[src/rtl/sc_stream_counter.sv]
// sc_stream_counter: counts ones over a 2^DATAWD qualified-bit window after skipping SKIP leading bits
module sc_stream_counter #(
  parameter int DATAWD = 8,
  parameter int SKIP = 1
) (
  input  logic              clk,
  input  logic              rst,
  input  logic              start,
  input  logic              abort,
  input  logic              in_bit,
  input  logic              in_en,
  output logic [DATAWD:0]   out_data,
  output logic              out_valid,
  input  logic              out_ready,
  output logic              busy
);
  typedef enum logic [1:0] {S_IDLE, S_SKIP, S_RUN, S_HOLD} state_t;
  localparam logic [7:0] SKIP_LAST = 8'(SKIP - 1);
  localparam logic [DATAWD-1:0] WIN_LAST = '1;
  state_t state_q, state_d;
  logic [7:0] skip_cnt_q, skip_cnt_d;
  logic [DATAWD-1:0] win_cnt_q, win_cnt_d;
  logic [DATAWD:0] ones_q, ones_d, out_data_q, out_data_d;
  logic last_bit;
  always_ff @(posedge clk or posedge rst) begin
    if (rst) state_q <= S_IDLE;
    else state_q <= state_d;
  end
  always_comb begin
    state_d = state_q;
    case (state_q)
      S_IDLE: if (start) state_d = (SKIP == 0) ? S_RUN : S_SKIP;
      S_SKIP: if (in_en && skip_cnt_q == SKIP_LAST) state_d = S_RUN;
      S_RUN:  if (last_bit) state_d = S_HOLD;
      S_HOLD: if (out_ready) state_d = S_IDLE;
      default: state_d = S_IDLE;
    endcase
    if (abort) state_d = S_IDLE;
  end
  // counters only live inside their own state, so leaving it (or abort) clears them
  always_comb begin
    last_bit   = state_q == S_RUN && in_en && win_cnt_q == WIN_LAST;
    skip_cnt_d = (abort || state_q != S_SKIP) ? '0 : skip_cnt_q + 8'(in_en);
    win_cnt_d  = (abort || state_q != S_RUN) ? '0 : win_cnt_q + DATAWD'(in_en);
    ones_d     = (abort || state_q != S_RUN) ? '0 : ones_q + (DATAWD+1)'(in_en & in_bit);
    out_data_d = (!abort && last_bit) ? ones_q + (DATAWD+1)'(in_bit) : out_data_q;
  end
  always_ff @(posedge clk or posedge rst) begin
    if (rst) begin
      skip_cnt_q <= '0;
      win_cnt_q  <= '0;
      ones_q     <= '0;
      out_data_q <= '0;
    end else begin
      skip_cnt_q <= skip_cnt_d;
      win_cnt_q  <= win_cnt_d;
      ones_q     <= ones_d;
      out_data_q <= out_data_d;
    end
  end
  always_comb begin
    out_valid = state_q == S_HOLD;
    busy      = state_q != S_IDLE;
    out_data  = out_data_q;
  end
endmodule

[config.mk]
export PLATFORM = sky130hd
export DESIGN_NAME = sc_stream_counter
export DESIGN_NICKNAME = d
export VERILOG_FILES = /design/src/rtl/sc_stream_counter.sv
export SDC_FILE = /design/constraint.sdc
export NUM_CORES = 1
export LEC_CHECK = 0
export CORE_UTILIZATION = 51
export CTS_CLUSTER_DIAMETER = 60
export DETAILED_ROUTE_END_ITERATION = 7
export PLACE_DENSITY_LB_ADDON = 0.12
export REMOVE_ABC_BUFFERS = 1
export SLEW_MARGIN = 20
export SYNTH_ARGS = -nofsm -noshare
export SYNTH_HDL_FRONTEND = slang
export SYNTH_SLANG_ARGS = --single-unit
[constraint.sdc]
create_clock -name clk -period 1.9 [get_ports clk]
set_clock_uncertainty 0.05 [all_clocks]
set_input_delay 0.285 -clock clk [delete_from_list [all_inputs] [get_ports clk]]
set_output_delay 0.285 -clock clk [all_outputs]
set_load 0.005 [all_outputs]
==> Word-level counts from Yosys, hierarchy flattened <==
Index checks and enable logic that the tools add are counted.
{ "totals": {"regBits": 36, "input_bits": 7, "out_inout_bits": 11, "wordCells": 40} }
{ "classes": {"add_sub_neg": 4, "eq_ne": 10, "muxes": 9, "bitwise": 1, "n_reduce_logical": 11} }
{ "ops": {"columns": ["operator", "n"], "rows": [
  ["$add 9x1->9", 2],
  ["$add 8x1->8", 2],
  ["$mux 8", 2],
  ["$mux 2", 5],
  ["$mux 9", 1],
  ["$ne 3x3->1 const B", 3],
  ["$eq 8x8->1 const B", 1],
  ["$logic_not 8->1", 1],
  ["$pmux 2 s4", 1],
  ["$eq 2x2->1 const B", 2],
  ["$logic_and 1x1->1", 4],
  ["$reduce_and 4->1", 1],
  ["$ne 3x2->1 const B", 1],
  ["$eq 2x1->1 const B", 1],
  ["$logic_not 2->1", 1],
  ["$logic_or 1x1->1", 2],
  ["$ne 2x1->1 const B", 1],
  ["$ne 2x2->1 const B", 1],
  ["$reduce_bool 2->1", 1],
  ["$and 1x1->1", 1],
  ["$logic_not 1->1", 1]
]} }

==> Longest topological paths before layout <==
{ "depth": {"word_depth": 6, "mapped_depth": 8, "depth_no_buf": 6} }

==> Worst setup path before layout <==
No wires, ideal clock.
{ "synth_timing": {"kind": "register to register", "startpoint": "register state_q[0]", "endpoint": "register out_data_q[0] (netlist: out_data[0])", "setup_ps": 125, "arrival_time_ps": 1734, "required_time_ps": 1725, "slack_ps": -9, "path_stages_with_launch": 7, "n_path_buf": 1, "synth_period_minus_slack_ps": 1909, "path_cell_list": "dfrtp_1 inv_1 ha_1 nand2b_1 or4_4 buf_6 mux2_4"} }
{ "synth_via": {"elab_chain_cells": 4} }
{ "synth_lines": {"columns": ["element", "line", "text"], "rows": [
  ["start: declaration", "20", "state_t state_q, state_d;"],
  ["start signal: assignment", "27", "else state_q <= state_d;"],
  ["$eq 2x2->1", "42", "last_bit = state_q == S_RUN && in_en && win_cnt_q == WIN_LAST;"],
  ["$logic_and 1x1->1 (2 in a row)", "42", null],
  ["$logic_and 1x1->1", "46", "out_data_d = (!abort && last_bit) ? ones_q + (DATAWD+1)'(in_bit) : out_data_q;"],
  ["end signal: assignment", "58", "out_data_q <= out_data_d;"],
  ["end: declaration", "23", "logic [DATAWD:0] ones_q, ones_d, out_data_q, out_data_d;"]
]} }
No other way between the ends.
A chain may end at the register's enable or synchronous reset.

==> Final worst setup path <==
{ "layout_timing": {"startpoint": "register state_q[1]", "endpoint": "register out_data_q[0] (netlist: out_data[0])"} }
Same word-level chain as after synthesis.

==> summary.txt <==
status - finished, final reports clean
DR DRC count - 0
Post-Syn Area - 0.00186 mm2
Worst Max-Slew Pin Slew - 0.453 ns
Vias/cell - 5.34
Post-synth EDFFs - 0
first-pass GRT wire length - 6220 um
Fillers - 283
Clock Tree Buf Depth - 2
die outline width - 62.4 um
DR pass1 iterations - 4
Setup crit end kind - flip-flop
min cycle time layout - 1.79 ns
most frequent cells in the layout - 36 x dfrtp_1, 22 x nor2_1, 15 x clkdlybuf4s50_1
unrepaired setup endpoints after global routing - false
Power Density - 734 mW/mm2
sequential area share after synthesis - 48.5%
die area - 0.00389 mm2
Yosys top cell by area - dfrtp_1
Worst-Skew Late Latency - 0.34 ns
I/O Pins - 18
die height - 62.4 um
Post-DP Area - 0.00214 mm2
Levels on crit path - 5
hold_buf cts - 0
slowest stage delay, CP - 0.58 ns
worst-path fanout max - 4
Final Util - 66.2%
initial antenna violation count - 0
HP Class - input pin to asynchronous set/reset pin
CP Launch Type - flip-flop
Placer Congestion - 0.809
count of different cell masters after synthesis - 33
Reg2Reg Depth - 5
dominant synthesized flop cell - dfrtp_1
PortBufs - 17
vias in the first global route - 1,450
Mean Syn Cell Area - 10.2 um2
Critical Path AT - 1.98 ns
H-tree levels - 2
footprint of the multi-input gates - 911 um2
grt total ovfl - 0
core footprint - 0.00342 mm2
critical path buffer and inverter count - 1
Max Fclk - 558 MHz
row count - 21
fin. max-slew vios - 0
commonest non-fill, non-tap cell in the layout - dfrtp_1
final setup fails - 0
Mapped Cells - 182
Final nets - 234
Global Route Usage Sum - 20.6%
CP delay by family, top - simple AND/OR/NAND/NOR gates
CP cell instances - buf_4 -> ha_4 -> nand2b_1 -> or4_4 -> mux2_4
final wirelength - 3440 um
DRT iter0 DRCs - 36
Detail Route Antenna Nets - 0
Max-cap violations - 0
Slew HR - 69.8%
ys async rst share - 100%
Num Clock Sinks - 36
final period utilization - 94.4%
critical path class - flip-flop to flip-flop
final hold vios - 0
area delta synth->final - 21.5%
Ant. Diodes - 0
top cells by area, synth - dfrtp_1 48%, ha_1 8.1%, xor2_1 6.1%
Worst Path Required - 2.08 ns
mean routed wirelength per cell - 13.1 um
Synth top area share - 48.5%
CTS clk-pin slew, worst paths - 0.11 ns
Initial Utilization - 54.4%
vias post-DR - 1,398
CTS tree - done
slowest cell on the critical path - or4_4
Root Buffer - clkbuf_4
FF+latch count, synth - 36
layout cell share with drive strength beyond 1 - 16.2%
Register Area - 901 um2
Detailed Place HPWL - 2510 um
VDD IR max - 0.000456 V
LEAKAGE - 1.01 nW
yosys warns - 0
largest net degree at the start of global routing - 37
final instance area - 0.00226 mm2
Num CTS Buffers - 5
[power by group]
part / internal (mW) / total, mW / leakage [nW] / switching (mW)
clock network: 0.276 / 0.537 / 0.0422 / 0.261
logic: 0.150 / 0.316 / 0.469 / 0.166
registers: 0.788 / 0.804 / 0.501 / 0.0163
[path summary, 6_finish.rpt]
check | slack (ns) | to | startpoint
worst max-delay path | 0.11 | out_data[0]$_DFFE_PP0P_ | state_q[1]$_DFFE_PP0P_
worst min-delay path | 0.30 | win_cnt_q[3]$_DFF_PP0_ | rst
worst max register to register | 0.11 | out_data[0]$_DFFE_PP0P_ | state_q[1]$_DFFE_PP0P_
worst min register to register | 0.45 | out_data[3]$_DFFE_PP0P_ | out_data[3]$_DFFE_PP0P_
max in group asynchronous | 1.18 | skip_cnt_q[6]$_DFF_PP0_ | rst
min in group clk | 0.45 | out_data[3]$_DFFE_PP0P_ | out_data[3]$_DFFE_PP0P_
[routing by layer]
layer | global-route usage, % | routed length (um) | up-vias
met4 | 9.30 | 52 | 0
met3 | 5.84 | 134 | 7
met2 | 36.0 | 1750 | 40
met1 | 23.5 | 1510 | 662
met5 | 0 | 0 | -
li1 | - | - | 689
[tightest hold or removal path, stage by stage]
cell and delay [ns]:
clkdlybuf4s50_1 0.40, inv_1 0.05, buf_4 0.39
[cell families after synthesis]
family          share of synthesized area, %
compound gates                          7.87
xor+xnor                                9.89
fa+ha+maj                               8.08
buf+inv                                 3.57
flops                                   48.5
mux                                     1.62
simple gates                            20.5
[what timing repair did]
action                                  in CTS  in global routing
pin swaps                                    0                  1
buffers inserted                             2                  0
endpoints found under the setup margin       1                 11
cloned                                       0                  0
resized for setup                            1                  6
hold endpoints to repair                     0                  0
[cell type report]
class                      instances  area share, %
tap                               46           2.55
timing repair buffer              32           12.7
inverter                           7           1.16
sequential                        36           39.9
clock buffer                       6           1.83
multi-input combinational        133           40.3
clock inverter                     2           1.55
[state kept, by name (all words and copies together) (netlist names)]
register	count
ones_q	9
out_data	9
skip_cnt_q	8
win_cnt_q	8
state_q	2
[cell usage after synthesis (2+ instances only)]
cell      number
nand2b_1       3
buf_6          2
and2_1         6
or3_1          4
buf_2          2
or4_1          2
o311ai_0       2
inv_1          7
xnor2_1        8
nor2_1        22
o21ai_0        5
ha_1          12
dfrtp_1       36
nand3_1       13
o21ai_2        3
a21oi_1        5
mux2_4         2
nand4_1        4
xor2_1        13
o21ai_1        4
and3_1         2
nand2_1       13
clkbuf_1       2
[stage by stage]
stage	cells	TNS (ns)	power (mW)	hold WS, ns	setup WS (ns)
floorplan	176	-0.453	0.977	0.393	-0.180
global placement	252	-0.867	1.10	0.412	-0.131
detailed placement	252	-1.48	1.11	0.431	-0.218
CTS	262	0	1.66	0.303	0.00985
global route	262	0	1.75	0.333	0.0303
finish	262	0	1.66	0.296	0.107
(Power assumes the default switching activity.)
